### config.mk
export PLATFORM = sky130hd
export DESIGN_NAME = iq_capture_deadlock_reporter
export DESIGN_NICKNAME = d
export VERILOG_FILES = /design/src/rtl/iq_capture_deadlock_reporter.sv
export SDC_FILE = /design/constraint.sdc
export NUM_CORES = 1
export LEC_CHECK = 0
export ABC_CLOCK_PERIOD_IN_PS = 7950
export BUFFER_PORTS_ARGS = -buffer_cell sky130_fd_sc_hd__buf_4
export CAP_MARGIN = 20
export CELL_PAD_IN_SITES_DETAIL_PLACEMENT = 1
export CELL_PAD_IN_SITES_GLOBAL_PLACEMENT = 1
export CORE_AREA = 2 2 121 123
export CTS_CLUSTER_SIZE = 10
export DETAILED_ROUTE_END_ITERATION = 6
export DIE_AREA = 0 0 123 125
export PLACE_DENSITY_LB_ADDON = 0.1
export SYNTH_ARGS = -nofsm -noshare
export SYNTH_HDL_FRONTEND = slang
export SYNTH_SLANG_ARGS = --single-unit
### constraint.sdc
create_clock -name clock -period 7.95 [get_ports clock]
set_clock_uncertainty 0.1 [all_clocks]
set_input_delay 1.9875 -clock clock [delete_from_list [all_inputs] [get_ports clock]]
set_output_delay 1.9875 -clock clock [all_outputs]
set_load 0.005 [all_outputs]
### src/rtl/iq_capture_deadlock_reporter.sv
// Debounces the dataflow monitor's block indication into confirmed deadlock events,
// raising a one-cycle interrupt and keeping sticky diagnostics until software clears them.
module iq_capture_deadlock_reporter #(
    parameter int CONFIRM_CYCLES = 16,
    parameter int AXIS_W         = 1,
    parameter int TS_WIDTH       = 32,
    parameter int CNT_WIDTH      = 16
) (
    input  logic                 clock,
    input  logic                 reset,
    input  logic                 block_in,
    input  logic [AXIS_W-1:0]    axis_block_info_in,
    input  logic                 clear,
    output logic                 deadlock_irq,
    output logic                 deadlock_sticky,
    output logic [AXIS_W-1:0]    axis_info_latched,
    output logic [TS_WIDTH-1:0]  first_ts,
    output logic [CNT_WIDTH-1:0] event_count,
    output logic [TS_WIDTH-1:0]  timestamp,
    output logic [1:0]           fsm_state
);

    localparam int RUN_W = $clog2(CONFIRM_CYCLES + 1);
    localparam logic [RUN_W-1:0]     RUN_ONE  = RUN_W'(1);
    localparam logic [RUN_W-1:0]     RUN_LAST = RUN_W'(CONFIRM_CYCLES - 1);
    localparam logic [CNT_WIDTH-1:0] CNT_MAX  = '1;
    localparam logic [CNT_WIDTH-1:0] CNT_ONE  = CNT_WIDTH'(1);

    typedef enum logic [1:0] {
        IDLE      = 2'd0,
        PENDING   = 2'd1,
        CONFIRMED = 2'd2,
        HOLD      = 2'd3
    } state_t;

    state_t           state;
    state_t           next_state;
    logic [RUN_W-1:0] run_cnt;
    logic [RUN_W-1:0] next_run_cnt;
    logic             enter_confirm;

    always_ff @(posedge clock) begin
        if (reset) begin
            state   <= IDLE;
            run_cnt <= '0;
        end else begin
            state   <= next_state;
            run_cnt <= next_run_cnt;
        end
    end

    // run_cnt holds the number of consecutive high samples already seen while PENDING
    always_comb begin
        next_state   = state;
        next_run_cnt = run_cnt;
        case (state)
            IDLE: begin
                if (block_in) begin
                    if (CONFIRM_CYCLES == 1) begin
                        next_state   = CONFIRMED;
                        next_run_cnt = '0;
                    end else begin
                        next_state   = PENDING;
                        next_run_cnt = RUN_ONE;
                    end
                end
            end
            PENDING: begin
                if (!block_in) begin
                    next_state   = IDLE;
                    next_run_cnt = '0;
                end else if (run_cnt == RUN_LAST) begin
                    next_state   = CONFIRMED;
                    next_run_cnt = '0;
                end else begin
                    next_run_cnt = run_cnt + RUN_ONE;
                end
            end
            CONFIRMED: begin
                next_state   = block_in ? HOLD : IDLE;
                next_run_cnt = '0;
            end
            HOLD: begin
                if (!block_in) begin
                    next_state = IDLE;
                end
            end
            default: begin
                next_state   = IDLE;
                next_run_cnt = '0;
            end
        endcase
    end

    assign enter_confirm = (next_state == CONFIRMED);
    assign fsm_state     = state;

    // A confirmation on the same edge as clear wins: it restarts the diagnostics from this event
    always_ff @(posedge clock) begin
        if (reset) begin
            timestamp         <= '0;
            deadlock_irq      <= 1'b0;
            deadlock_sticky   <= 1'b0;
            axis_info_latched <= '0;
            first_ts          <= '0;
            event_count       <= '0;
        end else begin
            timestamp    <= timestamp + TS_WIDTH'(1);
            deadlock_irq <= enter_confirm;
            if (enter_confirm) begin
                deadlock_sticky <= 1'b1;
                if (clear) begin
                    event_count <= CNT_ONE;
                end else if (event_count != CNT_MAX) begin
                    event_count <= event_count + CNT_ONE;
                end
                if (!deadlock_sticky || clear) begin
                    first_ts          <= timestamp;
                    axis_info_latched <= axis_block_info_in;
                end
            end else if (clear) begin
                deadlock_sticky   <= 1'b0;
                axis_info_latched <= '0;
                first_ts          <= '0;
                event_count       <= '0;
            end
        end
    end

endmodule

# --- Yosys cells after proc, flatten, opt, wreduce, memory -nomap -nowiden ---
# Index checks and enable logic that the tools add are counted.
word_totals:
  register_bits: 90
  out_inout_bits: 85
  word_cells: 49
op_classes:
  add_sub_neg: 3
  n_eq_ne: 8
  mux: 21
  n_reduce_logical: 9
ops:
  columns: ["op", "count"]
  rows:
  - ["$mux W32", 3]
  - ["$mux W16", 4]
  - ["$add A32 B1 Y32 const B", 1]
  - ["$add A16 B1 Y16 const B", 1]
  - ["$ne A16 B16 Y1 const B", 1]
  - ["$mux W5", 3]
  - ["$pmux W5 S3", 1]
  - ["$mux W2", 5]
  - ["$pmux W2 S4", 1]
  - ["$eq A2 B2 Y1 const B", 3]
  - ["$reduce_and A2 Y1", 3]
  - ["$add A5 B1 Y5 const B", 1]
  - ["$eq A5 B4 Y1 const B", 1]
  - ["$mux W1", 4]
  - ["$reduce_bool A2 Y1", 2]
  - ["$reduce_bool A3 Y1", 1]
  - ["$eq A2 B1 Y1 const B", 1]
  - ["$logic_not A2 Y1", 1]
  - ["$ne A2 B1 Y1 const B", 1]
  - ["$ne A2 B2 Y1 const B", 1]
  - ["$logic_not A1 Y1", 1]
  - ["$logic_or A1 B1 Y1", 1]

# --- Depth between registers and ports, before layout ---
# Gate-level depths: netlist (run 1).
logic_depth:
  ltp_word: 7
  ltp_mapped: 9
  mapped_depth_nobuf: 7

# --- Worst setup path after synthesis (run 1) ---
# Ideal clock, no wire load.
synth_path:
  path_type: "in2reg"
  startpoint: "in block_in"
  endpoint: "reg event_count[15]"
  setup_time_ns: 0.132
  t_arrival_ns: 3.549
  required_time_ns: 7.718
  slack_ns: 4.169
  cell_stages: 7
  n_path_buf: 2
  cell_sequence: "a21o_1 -> o32a_1 -> or3_1 -> buf_2 -> buf_2 -> o41ai_1 -> a21oi_1"
synth_via:
  elab_chain_cells: 5
synth_rtl:
  columns: ["element", "line", "source"]
  rows:
  - ["from (decl)", "11", "input logic block_in,"]
  - ["$mux W2 (on tied branches)", null, null]
  - ["$pmux W2 S4 (*)", "56", "case (state)"]
  - ["$eq A2 B2 Y1 (*)", "95", "assign enter_confirm = (next_state == CONFIRMED);"]
  - ["$reduce_bool A2 Y1 (no source line)", null, null]
  - ["$reduce_and A2 Y1 (no source line)", null, null]
  - ["to (signal assigned)", "115", "event_count <= event_count + CNT_ONE;"]
  - ["to (decl)", "18", "output logic [CNT_WIDTH-1:0] event_count,"]
# Every way passes the cells marked *; elsewhere a longest branch is shown, timed or not.
# A chain may end at the register's enable or synchronous reset.

# --- Worst setup path in the final report (run 1) ---
layout_path:
  startpoint: "in block_in"
  endpoint: "reg first_ts[27]"
layout_via:
  elab_chain_cells: 5
layout_rtl:
  columns: ["element", "line", "source"]
  rows:
  - ["$mux W2 (on tied branches)", null, null]
  - ["$pmux W2 S4 (*)", "56", null]
  - ["$eq A2 B2 Y1 (*)", "95", null]
  - ["$ne A2 B1 Y1 (no source line) or $reduce_bool A2 Y1 (tied branches)", null, null]
  - ["$reduce_and A2 Y1 (no source line)", null, null]
  - ["to (signal assigned)", "118", "first_ts <= timestamp;"]
  - ["to (decl)", "17", "output logic [TS_WIDTH-1:0] first_ts,"]
# Marks and branches as above.

==> impl_results.md, run 1 <==
- Fraction of layout cells with a size suffix above 1: between 20% and 30%
- # DRC: 0
- Clock group share of total power: 46.4%
- Hold Path Origin: run_cnt[4]$_SDFFE_PP0P_
- Final core occ: between 30% and 40%
- Count of mapped cells out of synthesis: around 470
- Gate power share: under 10%
- Final #Nets: roughly 570
- Port Buffer Count: between 80 and 90
- First-pass GRT wire length: 20700 um
- Final worst setup slack: 4.00 ns
- # setup viols final: 0
- P_sw: 0.215 mW
- Clock slew at reported path FFs: 0.06 ns
- Synthesis-to-layout area growth: 26.7%
- Syn nets: 488
- Sw Ratio: between 20% and 30%
- Avg Cell Area, Syn: slightly below 9 um2
- Antenna violations before repair: 0
- Ys Warns: 0
- Die height: between 100 and 150 um
- Number of global-route vias before repair: ~3800
- Post_cts resized: 0
- Tmin final: around 3.9 ns
- Final hold violation count: 0
- Async SR Flop Fraction: 0%
- CTS tree: done
- Post-Synthesis Cell Area: about 4200 um2
- Antenna diode count: 0
- Setup TNS: 0 ns
- F_max: ~250 MHz
- Clk Latency, worst-skew pair: between 0.3 and 0.4 ns
- Postcts setup bufs: 0
- Seq cells post-synth: 90
- Routed WL: about 13000 um
- Relative slew slack: between 30% and 40%
- Max VDD drop: ~0.0001 V
- # rows: 44
- Placed cells: roughly 720
- Period Utilization, post-route: 49.7%
- First drt pass iteration count: 6
- Core ar.: around 14000 um2
- CTS buffer count: 9
- Routability cong.: 0.760
- CP Capture Type: flop
- Seq pwr share: approximately half
- CP max stage cell: or3_1
- Commonest non-fill, non-tap cell in the layout: buf_4
- Worst Hold Class: flop to flop
- Post-CTS Hold Fix Bufs: 0
- Least-Margin Pin Slew: around 1.0 ns
- Vias per cell: between 5 and 6
- Total power: around 0.94 mW
- H-tree Lvls: 3
- ANT nets after route: 0
- Overall die area: about 15000 um2
- Slew Viols, Final: 0
- Critical Path RT: between 8 and 9 ns
- CTS max path bufs: 2
- Sequential-to-total area share from yosys stat: between 40 and 50%
- # Max-Cap Violations: 0
- Synth Flop Type: dfxtp_1
- WP buf/inv: 2
- Clock sink count: 90
- Post-synth EDFFs: 0
- Reg2reg start: fsm_state[0]$_SDFF_PP0_
- Unrepaired setup endpoints after global routing: false
- DRT iter0 DRCs: roughly 210
- Pre-CTS setup slack: between 3 and 4 ns
- Status: complete, no violations
- Synth unique cells: 48
- Commonest non-fill, non-tap cells in the layout: buf_4 (92), dfxtp_1 (90), nor2_1 (52), inv_1 (36), nand3b_1 (36)
- DP HPWL: between 8000 and 9000 um
- Type of the worst setup path: input pin to flop
- Crit path from: block_in
- Crit path arrival time: 4.09 ns
- Largest net degree at the start of global routing: 110
- CP Cell Sequence: buf_4, a21o_1, o32a_1, or3_1, a21o_1, buf_4, o32ai_1
- Internal Power: ~0.73 mW
- Final std cells w/o fill: 739
- Max incr delay on CP: around 0.67 ns
- Die X: about 120 um
- GR Util All Layers: 16.9%
- LEAKAGE: between 1.5 and 2 nW
- DR WL/cell: between 15 and 20 um
- Crit path max fanout: 33
- CTS Root Cell: clkbuf_16
- Overall overflow remaining after global route: 0
- Setup crit start kind: input pin
- Detailed-route via count: a little under 4000
- Number of I/O pins: 90
- Initial Util: slightly below 30%
- Power Dens Cells: 178 nW/um2
- CP delay by family, top: compound AO/OA/AOI/OAI gates
-- layer usage --
layer / wire [um] / GRT usage, % / vias up
li1: - / - / 1886
met1: 5960 / 22.5 / 1902
met2: 6140 / 26.8 / 61
met3: 605 / 4.33 / 12
met4: 170 / 5.28 / 0
met5: 0 / 0 / -
-- registers in the layout, summed over array words and instances (netlist names) --
signal / cells
axis_info_latched: 1
fsm_state: 2
event_count: 16
timestamp: 32
deadlock_sticky: 1
run_cnt: 5
deadlock_irq: 1
first_ts: 32
-- path summary, 6_finish.rpt --
| path | endpoint | slack, ns | cells past startpoint |
|---|---|---|---|
| setup / recovery | first_ts[27]$_SDFFE_PP0P_ | 4.00 | 7 |
| hold / removal | run_cnt[4]$_SDFFE_PP0P_ | 0.39 | 1 |
| setup reg to reg | first_ts[27]$_SDFFE_PP0P_ | 4.86 | 8 |
| hold reg to reg | run_cnt[4]$_SDFFE_PP0P_ | 0.39 | 1 |
-- synth_stat cells, drive strengths merged (4+ instances only) --
library cell | count | area share (%)
a21oi | 16 | 1.9
a31oi | 4 | 0.60
a41o | 4 | 0.96
and2 | 9 | 1.4
and4 | 6 | 1.3
buf | 10 | 1.2
clkbuf | 16 | 1.4
dfxtp | 90 | 43
ha | 9 | 2.7
inv | 36 | 3.2
nand2 | 18 | 1.6
nand3 | 16 | 1.9
nand3b | 36 | 6.5
nand4 | 13 | 2.0
nor2 | 53 | 4.8
nor3 | 11 | 1.4
nor4 | 12 | 1.8
o21ai | 5 | 0.60
o31ai | 7 | 1.3
o32ai | 33 | 6.9
or3 | 4 | 0.60
or4 | 6 | 1.1
xnor2 | 27 | 5.7
-- area by class of cell --
cell class                      count  area [um2]
Clock inverter                      3        40.0
Multi-Input combinational cell    321        2120
Inverter                           37         139
Timing Repair Buffer               93         696
Tap cell                          184         230
Sequential cell                    90        1800
Clock buffer                       11         253
Fill cell                        1667        8920
-- kinds of logic after synthesis --
kind of cell	count (synthesis)	synth area share [%]
xor+xnor	27	5.67
mux	2	0.480
compound gates	87	15.7
flops	90	43.2
buf+inv	63	5.94
simple gates	196	26.3
fa+ha+maj	9	2.70
-- power by group through the flow --
| stage | Sequential (mW) | Combinational [mW] | Clock, mW |
|---|---|---|---|
| 5_1_grt | 0.459 | 0.0523 | 0.467 |
| 3_5_place_dp | 0.469 | 0.0471 | 0 |
| 2_1_floorplan | 0.467 | 0.0327 | 0 |
| 3_3_place_gp | 0.469 | 0.0458 | 0 |
| 6_report | 0.458 | 0.0467 | 0.436 |
| 4_1_cts | 0.459 | 0.0474 | 0.447 |
-- worst register-to-register path, stage by stage, from the launching register on --
cell and delay (ns):
dfxtp_1 0.48, inv_1 0.14, ha_1 0.26, a21o_1 0.22, o32a_1 0.33, or3_1 0.67
a21o_1 0.26, buf_4 0.25, o32ai_1 0.27
-- through the flow --
stage / hold WS [ns] / area, um2
global route: 0.408 / 5280
CTS: 0.390 / 5280
finish: 0.389 / 5280
detailed placement: 0.382 / 4980
floorplan: 0.351 / 4170
global placement: 0.371 / 4980
Note: power is estimated with default switching activity, not from simulation.
==> run 2, diff against run 1 <==
Settings changed: ABC_CLOCK_PERIOD_IN_PS 7950 to 3200.
Clock period 7.95 ns to 3.2 ns, I/O delays scaled along.
==> run 2 against run 1 <==
  * Via count increased by 1.0%
  * Clock power grew to 2.5 times the previous value
  * Sequential share of layout area down 0.49 points
  * Flip-flop and latch count is the same
  * Critical path depth is 1 higher
  * Register-to-register slack got worse by 4.5 ns
  * Cell area rose by 1.5%
  * Wire length decreased by 0.55%
  * Global-route usage up 0.48 points
  * Core utilization is 0.55 points higher
  * Final cell count up 0.95%
  * Sequential power up 150%
  * Critical path type is now flop to flop
==> impl_results.md, run 2 (synthesis gave the netlist of run 1 again) <==
- Least-Margin Pin Slew: 0.519 ns
- Crit path max fanout: 33
- GR Util All Layers: 17.4%
- Die X: around 120 um
- Final hold violation count: 0
- Detailed-route via count: 3901
- Antenna violations before repair: 0
- CP most frequent cell: a21o_1
- # DRC: 0
- Synthesis-to-layout area growth: 28.5%
- Regs by FF count: first_ts (32), timestamp (32), event_count (16)
- CTS buffer count: 9
- CTS Root Cell: clkbuf_16
- F_max: between 300 and 400 MHz
- H-tree Lvls: 3
- Overall die area: between 15000 and 20000 um2
- DRT iter0 DRCs: 193
- Largest net degree at the start of global routing: 55
- Die height: roughly 130 um
- Gate power share: under 10%
- DR WL/cell: 17.2 um
- Commonest non-fill, non-tap cells in the layout: buf_4 (98), dfxtp_1 (90), nor2_1 (52), inv_1 (36), nand3b_1 (36)
- Slew Viols, Final: 0
- Vias per cell: approximately 5.2
- Max incr delay on CP: 0.52 ns
- Clock sink count: 90
- Final instance area: about 5400 um2
- Core ar.: roughly 14000 um2
- Initial Util: just under 30%
- ANT nets after route: 0
- Internal Power: 1.84 mW
- Clk Latency, worst-skew pair: approximately 0.34 ns
- Fraction of layout cells with a size suffix above 1: 21.2%
- Unrepaired setup endpoints after global routing: false
- Type of the worst setup path: flop to flop
- CP Capture Type: flop
- Sw Ratio: 22.2%
- # Max-Cap Violations: 0
- Worst Hold Class: flop to flop
- Critical Path RT: 3.34 ns
- Routability cong.: ~0.76
- Power Dens Cells: around 440 nW/um2
- Number of I/O pins: 90
- # setup viols final: 0
- Seq pwr share: about half
- First-pass GRT wire length: between 20000 and 25000 um
- # rows: between 40 and 50
- Crit path arrival time: approximately 3.0 ns
- P_sw: 0.525 mW
- Setup TNS: 0 ns
- Tmin final: about 2.9 ns
- Setup crit start kind: flop
- Final #Nets: around 570
- Overall overflow remaining after global route: 0
- Clock slew at reported path FFs: ~0.06 ns
- CP max stage cell: or3_4
- LEAKAGE: 1.94 nW
- Relative slew slack: approximately two thirds
- DP HPWL: 8920 um
- Number of global-route vias before repair: just over 4000
- Max VDD drop: between 0.0002 and 0.0003 V
- Commonest non-fill, non-tap cell in the layout: buf_4
- Clock group share of total power: a little under half
- CTS max path bufs: 2
- First drt pass iteration count: 4
- Post-CTS Hold Fix Bufs: 0
- Status: complete, no violations
- CTS tree: done
- CP Cell Sequence: inv_1, ha_1, a21o_1, o32a_1, or3_4, a21o_1, buf_4, o32ai_1
- Port Buffer Count: 89
- Antenna diode count: 0
- Hold WS: 0.386 ns
- Period Utilization, post-route: roughly nine tenths
- Placed cell area: around 5000 um2
- Routed WL: approximately 13000 um
[run 2: routing by layer]
layer	share of wire, %	track usage, %
met2	49	28.7
met5	0	0
met3	5.0	5.38
met4	0.94	4.14
met1	45	22.1
[run 2: final timing paths]
path	from	cells past startpoint	slack [ns]	end
max	fsm_state[0]$_SDFF_PP0_	8	0.33	first_ts[5]$_SDFFE_PP0P_
min	run_cnt[4]$_SDFFE_PP0P_	1	0.39	run_cnt[4]$_SDFFE_PP0P_
max reg2reg	fsm_state[0]$_SDFF_PP0_	8	0.33	first_ts[5]$_SDFFE_PP0P_
min reg2reg	run_cnt[4]$_SDFFE_PP0P_	1	0.39	run_cnt[4]$_SDFFE_PP0P_
[run 2: through the flow]
| stage | utilization (%) | cells | total power, mW | worst slack (ns) |
|---|---|---|---|---|
| 2_1_floorplan | - | 474 | 1.24 | 0.607 |
| 3_3_place_gp | 35.6 | 731 | 1.28 | 0.160 |
| 3_5_place_dp | 35.6 | 731 | 1.29 | 0.0463 |
| 4_1_cts | 37.7 | 746 | 2.40 | 0.0724 |
| 5_1_grt | 37.7 | 746 | 2.47 | 0.174 |
| 6_report | 37.7 | 746 | 2.36 | 0.326 |
[run 2: timing repair]
item	CTS	global route
endpoints found under the hold margin	0	0
endpoints found under the setup margin	0	22
buffers inserted	0	0
resized for setup	0	1
[run 2: final cells by class]
| cell class | instances | area, um2 |
|---|---|---|
| fillers | 1650 | 8840 |
| flip-flops and latches | 90 | 1800 |
| repair buffers | 99 | 756 |
| clock inverters | 2 | 35.0 |
| inverters | 37 | 139 |
| multi-input cells | 321 | 2130 |
| well taps | 184 | 230 |
| clock buffers | 13 | 270 |
[run 2: power by group through the flow]
| stage | combinational (mW) | sequential [mW] | clock (mW) |
|---|---|---|---|
| 3_5_place_dp | 0.123 | 1.16 | 0 |
| 3_3_place_gp | 0.120 | 1.16 | 0 |
| 4_1_cts | 0.124 | 1.14 | 1.14 |
| 2_1_floorplan | 0.0813 | 1.16 | 0 |
| 6_report | 0.122 | 1.14 | 1.10 |
| 5_1_grt | 0.137 | 1.14 | 1.19 |
[run 2: worst max-delay path: cells and delay by family, from the launching register on]
family	cells	cell delay [ns]
compound gates	4	1.02
buf+inv	2	0.38
flops	1	0.47
simple gates	1	0.52
fa+ha+maj	1	0.27
==> run 3, diff against run 2 <==
Settings changed: CORE_AREA 2 2 121 123 to 2 2 110 112, DIE_AREA 0 0 123 125 to 0 0 112 114.
==> run 3 against run 2 <==
  * First-iteration DRC count fell by 19%
  * Die area down 17%
  * Sequential power is essentially flat
  * Critical path type unchanged
  * Critical path depth increased by 1
  * Final cell count decreased by 4.8%
  * Largest power group unchanged
  * Non-clock buffer count unchanged
  * Hold slack worse by 0.0062 ns
  * Core utilization is 7.5 points higher
  * Wire length fell by 5.8%
  * Global-route usage is 1.8 points higher
  * Largest cell class unchanged
==> impl_results.md, run 3 (synthesis gave the netlist of run 1 again) <==
- Status: complete, no violations
- Worst Hold Class: flop to flop
- Final instance area: 5300 um2
- Routability cong.: just over 0.8
- CTS tree: done
- Unrepaired setup endpoints after global routing: false
- Initial Util: 35.6%
- Sw Ratio: a little under a quarter
- # Max-Cap Violations: 0
- DR WL/cell: approximately 17 um
- Regs by FF count: first_ts (32), timestamp (32), event_count (16)
- Setup crit start kind: flop
- Commonest non-fill, non-tap cells in the layout: buf_4 (99), dfxtp_1 (90), nor2_1 (52), inv_1 (36), nand3b_1 (36)
- Final #Nets: between 500 and 600
- ANT nets after route: 0
- # setup viols final: 0
- Synthesis-to-layout area growth: 27.2%
- Routed WL: between 10000 and 15000 um
- Antenna violations before repair: 0
- Port Buffer Count: 89
- CTS buffer count: 9
- Overall die area: 12800 um2
- F_max: ~350 MHz
- Clock group share of total power: 47.1%
- R2R Setup Slk: between 0.3 and 0.4 ns
- Clk Latency, worst-skew pair: roughly 0.35 ns
- Reg2reg start: fsm_state[0]$_SDFF_PP0_
- # DRC: 0
- H-tree Lvls: 3
- Relative slew slack: 37.5%
- CP Capture Type: flop
- Crit path arrival time: between 3 and 4 ns
- Placed cell area: about 5000 um2
- Fraction of layout cells with a size suffix above 1: around a fifth
- Crit path max fanout: 33
- Die X: about 110 um
- Crit path from: fsm_state[0]$_SDFF_PP0_
- WP buf/inv: 3
- Post_cts resized: 0
- # rows: 40
- Internal Power: 1.81 mW
- Clock sink count: 90
- Critical Path RT: ~3.4 ns
- Gate power share: 5.1%
- Least-Margin Pin Slew: 0.928 ns
- Vias per cell: 5.45
- DP HPWL: about 8400 um
- GR Util All Layers: 19.2%
- LEAKAGE: ~1.9 nW
- Hold Path Origin: timestamp[0]$_SDFF_PP0_
- Type of the worst setup path: flop to flop
- Max incr delay on CP: 0.47 ns
- Clock slew at reported path FFs: 0.07 ns
- CP max stage cell: dfxtp_1
- Tmin final: ~2.9 ns
- Seq pwr share: 47.8%
- First-pass GRT wire length: approximately 20000 um
- Period Utilization, post-route: 89.8%
- Fillers: around 1400
- Number of I/O pins: 90
- CP delay by family, top: compound AO/OA/AOI/OAI gates
- Power Dens Cells: between 400 and 500 nW/um2
- Overall overflow remaining after global route: 0
- Slew Viols, Final: 0
- Largest net degree at the start of global routing: 74
- DRT iter0 DRCs: roughly 160
- Postcts setup bufs: 0
- CTS Root Cell: clkbuf_16
- Core ar.: 11700 um2
- Commonest non-fill, non-tap cell in the layout: buf_4
- Number of global-route vias before repair: 3952
- Post-CTS Hold Fix Bufs: 0
- Final hold violation count: 0
- Detailed-route via count: a little under 4000
- Die height: roughly 110 um
- Antenna diode count: 0
- P_sw: about 0.57 mW
- Max VDD drop: 0.000204 V
- CP Cell Sequence: inv_1, ha_1, a21o_1, o32a_1, or3_1, buf_4, a21o_1, buf_4, o32ai_1
- CTS max path bufs: 2
- First drt pass iteration count: 4
- Setup TNS: 0 ns
-- run 3: cell count changes in the layout (fill, tap and decap cells not counted) --
| cell | change |
|---|---|
| buf_12 | -1 |
| buf_4 | +1 |
| clkbuf_1 | -1 |
| clkbuf_8 | -2 |
| clkinv_2 | -1 |
| clkinv_4 | +1 |
| clkinvlp_4 | +1 |
| inv_6 | +3 |
| or3_1 | +1 |
| or3_4 | -1 |
-- run 3: routing by layer --
layer	GRT usage (%)	share of wire, %
met5	0	0
met4	5.69	1.0
met3	4.52	4.1
met2	33.3	49
met1	23.9	46
-- run 3: cell type report --
class                           instances  area [um2]  area share (%)
Timing Repair Buffer                   99         743            14.0
Multi-Input combinational cell        321        2120            40.0
Clock inverter                          6        72.6            1.37
Sequential cell                        90        1800            34.0
Tap cell                              147         184            3.47
Inverter                               37         139            2.62
Clock buffer                           10         239            4.51
-- run 3: path summary, 6_finish.rpt --
kind,to,depth (start not counted)
worst max-delay path,first_ts[18]$_SDFFE_PP0P_,9
worst min-delay path,timestamp[0]$_SDFF_PP0_,1
worst max register to register,first_ts[18]$_SDFFE_PP0P_,9
worst min register to register,timestamp[0]$_SDFF_PP0_,1
-- run 3: power groups by stage --
stage	logic [mW]	registers, mW	clock network, mW
2_1_floorplan	0.0813	1.16	0
3_3_place_gp	0.117	1.16	0
3_5_place_dp	0.120	1.16	0
4_1_cts	0.121	1.14	1.15
5_1_grt	0.133	1.14	1.20
6_report	0.120	1.14	1.12
-- run 3: through the flow --
stage / utilization (%) / power [mW] / setup slack, ns / hold slack, ns / std cells
2_1_floorplan: - / 1.24 / 0.607 / 0.351 / 474
3_3_place_gp: 42.6 / 1.28 / 0.351 / 0.361 / 694
3_5_place_dp: 42.6 / 1.28 / 0.250 / 0.371 / 694
4_1_cts: 45.3 / 2.40 / 0.309 / 0.389 / 710
5_1_grt: 45.3 / 2.47 / 0.126 / 0.412 / 710
6_report: 45.3 / 2.38 / 0.325 / 0.380 / 710
